[src/rtl/garage_door_sequencer_if.sv]
// garage_door_sequencer_if: door I/O and motor-drive bundle between controller and its environment
interface garage_door_sequencer_if;
  logic BTN_WALL, BTN_REMOTE, UP_Max, DN_Max, OBST, FAULT_CLR;
  logic UP_M, DN_M, DOOR_OPEN, FAULT;
  logic [1:0] SRC;
  modport master (output BTN_WALL, BTN_REMOTE, UP_Max, DN_Max, OBST, FAULT_CLR,
                  input UP_M, DN_M, DOOR_OPEN, FAULT, SRC);
  modport slave (input BTN_WALL, BTN_REMOTE, UP_Max, DN_Max, OBST, FAULT_CLR,
                 output UP_M, DN_M, DOOR_OPEN, FAULT, SRC);
endinterface

[src/rtl/garage_door_sequencer.sv]
// garage_door_sequencer: garage door motor sequencer with dead-time, reversal, watchdog and optional AUTO_CLOSE_EN auto-close
module garage_door_sequencer #(
  parameter int TRAVEL_CYC = 1000,
  parameter int GAP_CYC = 4
`ifdef AUTO_CLOSE_EN
  , parameter int AUTO_CLOSE_CYC = 5000
`endif
) (
  input logic CLK,
  input logic RST,
  garage_door_sequencer_if.slave io
);
  typedef enum logic [2:0] {S_STOPPED, S_GAP, S_OPENING, S_OPEN, S_CLOSING, S_CLOSED, S_FAULT} state_t;
  state_t state, state_n, target, target_n;
  logic dir, dir_n, wall_q, remote_q, wall_e, remote_e, cmd, accept, hold;
  logic [1:0] src, src_n;
  logic [15:0] timer;
  assign wall_e = io.BTN_WALL & ~wall_q;
  assign remote_e = io.BTN_REMOTE & ~remote_q;
  assign cmd = wall_e | remote_e;
`ifdef AUTO_CLOSE_EN
  assign hold = (state == S_OPEN) && io.OBST;
`else
  assign hold = 1'b0;
`endif
  always_ff @(posedge CLK) begin
    if (RST) begin
      state <= S_STOPPED;
      target <= S_OPENING;
      dir <= 1'b0;
      src <= 2'b00;
      timer <= '0;
      wall_q <= 1'b1;
      remote_q <= 1'b1;
    end else begin
      state <= state_n;
      target <= target_n;
      dir <= dir_n;
      src <= src_n;
      wall_q <= io.BTN_WALL;
      remote_q <= io.BTN_REMOTE;
      timer <= (state_n != state) ? '0 : (hold || &timer) ? timer : timer + 16'd1;
    end
  end
  always_comb begin
    state_n = state;
    target_n = target;
    dir_n = dir;
    accept = 1'b0;
    case (state)
      S_OPENING:
        if ((io.UP_Max && io.DN_Max) || timer == 16'(TRAVEL_CYC - 1)) state_n = S_FAULT;
        else if (io.UP_Max) state_n = S_OPEN;
        else if (cmd) begin
          state_n = S_STOPPED;
          accept = 1'b1;
        end
      S_CLOSING:
        if ((io.UP_Max && io.DN_Max) || timer == 16'(TRAVEL_CYC - 1)) state_n = S_FAULT;
        else if (io.DN_Max) state_n = S_CLOSED;
        else if (io.OBST) begin
          state_n = S_GAP;
          target_n = S_OPENING;
        end else if (cmd) begin
          state_n = S_STOPPED;
          accept = 1'b1;
        end
      S_OPEN:
`ifdef AUTO_CLOSE_EN
        if (!io.OBST && (cmd || timer == 16'(AUTO_CLOSE_CYC - 1))) begin
          state_n = S_GAP;
          target_n = S_CLOSING;
          accept = cmd;
        end
`else
        if (cmd && !io.OBST) begin
          state_n = S_GAP;
          target_n = S_CLOSING;
          accept = 1'b1;
        end
`endif
      S_CLOSED:
        if (cmd) begin
          state_n = S_GAP;
          target_n = S_OPENING;
          accept = 1'b1;
        end
      S_STOPPED:
        if (cmd && !(dir && io.OBST)) begin
          state_n = S_GAP;
          target_n = dir ? S_CLOSING : S_OPENING;
          accept = 1'b1;
        end
      S_GAP:
        if (timer == 16'(GAP_CYC - 1)) begin
          state_n = target;
          dir_n = target == S_OPENING;
        end
      S_FAULT:
        if (io.FAULT_CLR) begin
          state_n = S_STOPPED;
          dir_n = 1'b0;
        end
      default: state_n = S_STOPPED;
    endcase
    src_n = accept ? (wall_e ? 2'b01 : 2'b10) : src;
  end
  assign io.UP_M = state == S_OPENING;
  assign io.DN_M = state == S_CLOSING;
  assign io.DOOR_OPEN = state == S_OPEN;
  assign io.FAULT = state == S_FAULT;
  assign io.SRC = src;
endmodule

[src/flat_wrapper.sv]
// flat-port wrapper written by rule: the top's interface ports become plain ports
module garage_door_sequencer_flat 
#(
  parameter int TRAVEL_CYC = 1000,
  parameter int GAP_CYC = 4

)
  (CLK, RST, io_BTN_WALL, io_BTN_REMOTE, io_UP_Max, io_DN_Max, io_OBST, io_FAULT_CLR, io_UP_M, io_DN_M, io_DOOR_OPEN, io_FAULT, io_SRC);
  garage_door_sequencer_if io_i ();
  input logic CLK;
  input logic RST;
  input wire logic [$bits(io_i.BTN_WALL)-1:0] io_BTN_WALL;
  input wire logic [$bits(io_i.BTN_REMOTE)-1:0] io_BTN_REMOTE;
  input wire logic [$bits(io_i.UP_Max)-1:0] io_UP_Max;
  input wire logic [$bits(io_i.DN_Max)-1:0] io_DN_Max;
  input wire logic [$bits(io_i.OBST)-1:0] io_OBST;
  input wire logic [$bits(io_i.FAULT_CLR)-1:0] io_FAULT_CLR;
  output wire logic [$bits(io_i.UP_M)-1:0] io_UP_M;
  output wire logic [$bits(io_i.DN_M)-1:0] io_DN_M;
  output wire logic [$bits(io_i.DOOR_OPEN)-1:0] io_DOOR_OPEN;
  output wire logic [$bits(io_i.FAULT)-1:0] io_FAULT;
  output wire logic [$bits(io_i.SRC)-1:0] io_SRC;
  assign io_i.BTN_WALL = io_BTN_WALL;
  assign io_i.BTN_REMOTE = io_BTN_REMOTE;
  assign io_i.UP_Max = io_UP_Max;
  assign io_i.DN_Max = io_DN_Max;
  assign io_i.OBST = io_OBST;
  assign io_i.FAULT_CLR = io_FAULT_CLR;
  assign io_UP_M = io_i.UP_M;
  assign io_DN_M = io_i.DN_M;
  assign io_DOOR_OPEN = io_i.DOOR_OPEN;
  assign io_FAULT = io_i.FAULT;
  assign io_SRC = io_i.SRC;
  garage_door_sequencer #(.TRAVEL_CYC(TRAVEL_CYC), .GAP_CYC(GAP_CYC)) u_core (.CLK(CLK), .RST(RST), .io(io_i));
endmodule
[config.mk]
export PLATFORM = sky130hd
export DESIGN_NAME = garage_door_sequencer_flat
export DESIGN_NICKNAME = d
export VERILOG_FILES = /design/src/rtl/garage_door_sequencer_if.sv /design/src/rtl/garage_door_sequencer.sv /design/src/flat_wrapper.sv
export SDC_FILE = /design/constraint.sdc
export NUM_CORES = 1
export LEC_CHECK = 0
export CAP_MARGIN = 10
export CORE_MARGIN = 2
export CORE_UTILIZATION = 56
export CTS_CLUSTER_DIAMETER = 80
export CTS_CLUSTER_SIZE = 40
export DETAILED_ROUTE_END_ITERATION = 8
export PLACE_DENSITY_LB_ADDON = 0.1
export SLEW_MARGIN = 25
export SYNTH_ARGS = -nofsm -noshare
export SYNTH_HDL_FRONTEND = slang
export SYNTH_SLANG_ARGS = --single-unit
export TNS_END_PERCENT = 1
[constraint.sdc]
create_clock -name CLK -period 3 [get_ports CLK]
set_clock_uncertainty 0.15 [all_clocks]
set_input_delay 0.3 -clock CLK [delete_from_list [all_inputs] [get_ports CLK]]
set_output_delay 0.3 -clock CLK [all_outputs]
set_load 0.1 [all_outputs]
### Yosys cells after proc, flatten, opt, wreduce, memory -nomap -nowiden

Cells that the tools add are included.

| cells by class | value |
|---|---|
| add/sub/neg operators | 1 |
| eq/ne operators | 18 |
| mux-type cells | 33 |
| bitwise operators | 5 |
| reductions and logical operators | 14 |

Operators by type and width:

| operator | count |
|---|---|
| 3-bit two-way mux | 18 |
| 3-bit one-hot mux with 7 select lines | 1 |
| 16-bit by 1-bit adder with 16-bit output (second input constant) | 1 |
| 16-bit by 10-bit equality test with 1-bit output (second input constant) | 1 |
| 16-bit by 2-bit equality test with 1-bit output (second input constant) | 1 |
| 16-bit AND reduction | 1 |
| 3-bit one-hot mux with 4 select lines | 1 |
| 1-bit two-way mux | 10 |
| 3-bit by 2-bit equality test with 1-bit output (second input constant) | 3 |
| 3-bit equality test (second input constant) | 3 |
| 2-bit by 1-bit != test with 1-bit output (second input constant) | 4 |
| 2-bit != test (second input constant) | 4 |
| 7-bit AND reduction | 1 |
| 1-bit one-hot mux with 5 select lines | 1 |
| 1-bit logical AND | 4 |
| 4-bit nonzero test | 1 |
| 3-bit by 1-bit equality test with 1-bit output (second input constant) | 1 |
| 3-bit zero test | 1 |
| 3-bit != test | 1 |
| 3-bit AND reduction | 1 |
| 1-bit bitwise AND | 2 |
| 1-bit zero test | 2 |
| 2-bit two-way mux | 1 |
| 1-bit NOT | 2 |
| 5 further kinds | 5 |

| storage, ports and cells | value |
|---|---|
| register bits after elaboration | 27 |
| input bits | 8 |
| output and inout bits | 6 |
| word-level logic and storage cells | 78 |

### Logic depth before layout (Yosys ltp)

Gate-level depths: netlist of run 1.

| depth | value |
|---|---|
| depth after elaboration | 10 |
| depth in mapped cells | 9 |
| depth with buffers taken out | 7 |

### Least setup slack after synthesis of run 1

Ideal clock, no wire load.

| timing path | value |
|---|---|
| path type | reg2reg |
| start | register u_core.state[1] |
| end | register u_core.timer[11] |
| setup time | 0.064 ns |
| data arrival time | 4.006 ns |
| data required time | 2.786 ns |
| path slack | -1.220 ns |
| stages on the path, launching flop included | 8 |
| path buffers | 2 |
| clock period less this slack | 4.220 ns |
| cell sequence | dfxtp_1 > clkbuf_1 > nor3b_1 > o21a_1 > a221oi_1 > a311o_1 > buf_6 > nor2_1 |

| between the ends | value |
|---|---|
| elaborated cells on any way between the ends | 21 |
| classes of those cells | eq/ne (7); mux (12); reduce/logical (2) |

RTL lines:

| what | line | RTL |
|---|---|---|
| from (decl) | garage_door_sequencer.sv:14 | `state_t state, state_n, target, target_n;` |
| from (signal assigned) | garage_door_sequencer.sv:36 | `state <= state_n;` |
| 3-bit by 2-bit equality test with 1-bit output | -- |  |
| named net io_UP_M | flat_wrapper.sv:18 | `output wire logic [$bits(io_i.UP_M)-1:0] io_UP_M;` |
| 3-bit one-hot mux with 7 select lines | garage_door_sequencer.sv:50 | `case (state)` |
| 3-bit != test | garage_door_sequencer.sv:42 | `timer <= (state_n != state) ? '0 : (hold \|\| &timer) ? timer : timer + 16'd1;` |
| 2-bit OR reduction (no line) | -- |  |
| to (signal assigned) | garage_door_sequencer.sv:42 |  |
| to (decl) | garage_door_sequencer.sv:17 | `logic [15:0] timer;` |

The timed path passes the listed nets, and every way through them passes these cells.
A chain may end at the register's enable or synchronous reset.

### Worst setup path in the final report of run 1

| timing path | value |
|---|---|
| start | register u_core.timer[0] |
| end | register u_core.timer[2] |

| between the ends | value |
|---|---|
| cells in the longest elaborated chain, start to end | 6 |
| elaborated cells on any way between the ends | 11 |
| classes of those cells | add/sub (1); eq/ne (3); mux (4); reduce/logical (3) |

RTL lines:

| what | line |
|---|---|
| 16-bit by 10-bit equality test with 1-bit output | garage_door_sequencer.sv:52, garage_door_sequencer.sv:59 |
| 1-bit logical OR | garage_door_sequencer.sv:52, garage_door_sequencer.sv:59 |
| 3-bit two-way mux, on equally long branches | garage_door_sequencer.sv:59, garage_door_sequencer.sv:52 |
| 3-bit one-hot mux with 7 select lines | garage_door_sequencer.sv:50 |
| 3-bit != test | garage_door_sequencer.sv:42 |
| 2-bit OR reduction (no line) | -- |

Several ways; a longest one is shown, not always the timed one.

==> impl_metrics.tcl, run 1 <==
set metrics [dict create \
    routed_via_density 6.16 \
    synthFlopType "dfxtp_1" \
    vias 1465 \
    diodes 0 \
    fill_cells 242 \
    htree_levels 1 \
    wl_met1_um 1450 \
    routed.top_layer "met4" \
    fin_nets 217 \
    final_area_um2 1730 \
    post_cts_resized 0 \
    critPathKind "reg2reg" \
    dieArea_um2 3190 \
    relSlewSlack_pct 70.4 \
    place_area_um2 1680 \
    core_area_um2 2690 \
    reg2reg_slack_ps 200 \
    cts_sinks 26 \
    period_minus_slack_ps 2800 \
    cts_setup_buffers 0 \
    overflow 0 \
    synth.largest_area_cell "dfxtp_1" \
    crit_path_end_kind "register" \
    ir_drop_mv 0.326 \
    period_share_pct 93.4 \
    power_density_nw_per_um2 421 \
    synth_cell_type_count 49 \
    worst_pin_slew_ps 443 \
    syn_area_per_cell_um2 7.82 \
    tritoncts "yes" \
    die_h_um 56.4 \
    grt_max_degree 17 \
    grt_pass1_vias 1359 \
    multi_input_area_um2 958 \
    rsz0062_at_grt "no" \
    antenna_found_initial 0 \
    synth_cells 197 \
    die_x_um 56.4 \
    final-setup-viol-count 0 \
    wl_met2_um 1730 \
    clockRootBuffer "clkbuf_4" \
    syn-cell-area_um2 1540 \
    hold_path_class "reg2reg" \
    rows 19 \
    dr.first_iter.drc_count 65 \
    grt_first_pass_wirelength_um 5750 \
    cp_max_fo 16 \
    area_delta_synth_final_pct 12.3 \
    yosys_warnings 0 \
    ys_top_cells_by_area "dfxtp_1 (34%), nor2_1 (6.3%), xnor2_1 (4.0%), a21oi_1 (3.9%), nand2_1 (3.9%)" \
    wl_met3_um 145 \
    synth_seq_area_share_pct 33.8 \
    grtUsageTotal_pct 22.5 \
    synth_common_cells "dfxtp_1 (26), nor2_1 (26), nand2_1 (16)" \
    ioPinCount 14 \
    firstDrtPassIters 4 \
    synth_edf_count 0 \
    wire_per_inst_um 14.4 \
    synth_top_area_share_pct 33.8 \
    crit_required_ps 3090 \
    p_leak_nw 0.619 \
    drv_slew 0 \
    layout-drive-gt1-share_pct 11.6 \
    drc 0 \
    wirelength_um 3420 \
    outcome "complete, no violations" \
    timing.hold.ws_ps 315 \
    drtAntennaViolNets 0 \
    maxCapViolCount 0 \
    place.gp.congestion 0.924 \
    dp.final_hpwl_um 2600 \
    port_buffers 13 \
    cp.arrival_ps 2900 \
    ys_seq_elements 26 \
    postCtsHoldBufs 0 \
    synth_nets 206 \
    clockBufferDepth 2 \
    setup_tns_ps 0 \
    clkTransAtPathRegs_ps 140 \
    ff_latch_area_um2 520 \
    final_hold_viol_count 0 \
    async_flop_share_pct 0 \
    clock_latency_ps 310 \
    startpoint_type "register" \
    numCtsBuffers 3 \
    timing.fmax_ghz 0.357 \
    start_util_pct 57.3 \
]
==> kinds of logic (layout without fill, tap and decap cells) <==
group,Yosys count,after routing,synth area share (%)
flip-flops,26,26,33.8
buffers and inverters,16,26,4.79
AND/OR/NAND/NOR,101,101,36.1
multiplexers,2,2,1.38
XOR/XNOR,10,10,5.69
AO/OA/AOI/OAI,41,41,17.5
adder cells (fa/ha/maj),1,1,0.812
==> registers in the layout, indices dropped and copies added, names as in the netlist <==
register / flops
u_core.io.SRC: 2
u_core.wall_q: 1
u_core.state: 3
u_core.dir: 1
u_core.timer: 16
u_core.remote_q: 1
u_core.target: 2
==> metal layers <==
metal | GRT usage (%) | up-vias
met5 | 0 | -
met1 | 25.5 | 679
met4 | 11.9 | 0
met2 | 39.9 | 47
li1 | - | 727
met3 | 3.46 | 12
==> cell type report <==
class | count | area share, %
clock buffer | 3 | 1.30
clock inverter | 1 | 1.74
inverter | 6 | 1.30
tap | 31 | 2.24
timing repair buffer | 16 | 7.95
sequential | 26 | 30.1
multi-input combinational | 155 | 55.4
==> where the power goes <==
group | leakage, nW | switching (mW) | internal, mW
sequential | 0.211 | 0.0140 | 0.357
clock | 0.0279 | 0.0989 | 0.135
combinational | 0.380 | 0.0752 | 0.0473
==> cells in the final DEF, fill, tap and decap left out, drive strengths merged, types with 2 or more instances in the layout <==
cell,count
nor3,10
nand4,3
a221oi,3
a22oi,2
and2,2
nand3,8
xnor2,7
clkdlybuf4s50,7
nor2,26
and3,4
clkbuf,3
inv,6
nand2,16
o21a,2
dfxtp,26
nor2b,4
a21oi,12
nor4,4
nand2b,8
nor4b,3
and4,4
xor2,3
o21ai,10
a211oi,2
buf,9
or2,4
nor3b,2
==> final timing paths <==
| kind | from | end | cells after the start |
|---|---|---|---|
| max | u_core.timer[0] | u_core.timer[2] | 7 |
| max reg2reg | u_core.timer[0] | u_core.timer[2] | 7 |
| min | u_core.io.SRC[0] | u_core.io.SRC[0] | 2 |
| min reg2reg | u_core.io.SRC[0] | u_core.io.SRC[0] | 2 |
==> worst max-delay path: stages (launching register included) <==
cell and delay, ps:
dfxtp_1 360, ha_1 260, and3_1 210, and4_1 270, a221oi_2 300, or4bb_1 430, a311o_2 520, nor3_1 230
==> per-stage QoR <==
stage / std cells / total power [mW] / worst slack (ps) / utilization, %
floorplan: 197 / 0.466 / 134 / -
global placement: 234 / 0.495 / 177 / 62.4
detailed placement: 234 / 0.499 / 76.7 / 62.4
CTS: 238 / 0.736 / 119 / 64.4
global route: 238 / 0.759 / 33.4 / 64.4
finish: 238 / 0.728 / 199 / 64.4
(Power assumes the default switching activity.)
==> inputs of run 2 (changes only) <==
SLEW_MARGIN = not set   (was 25)
==> results of run 2 <==
No change in the layout: final DEF, timing and power equal those of run 1.
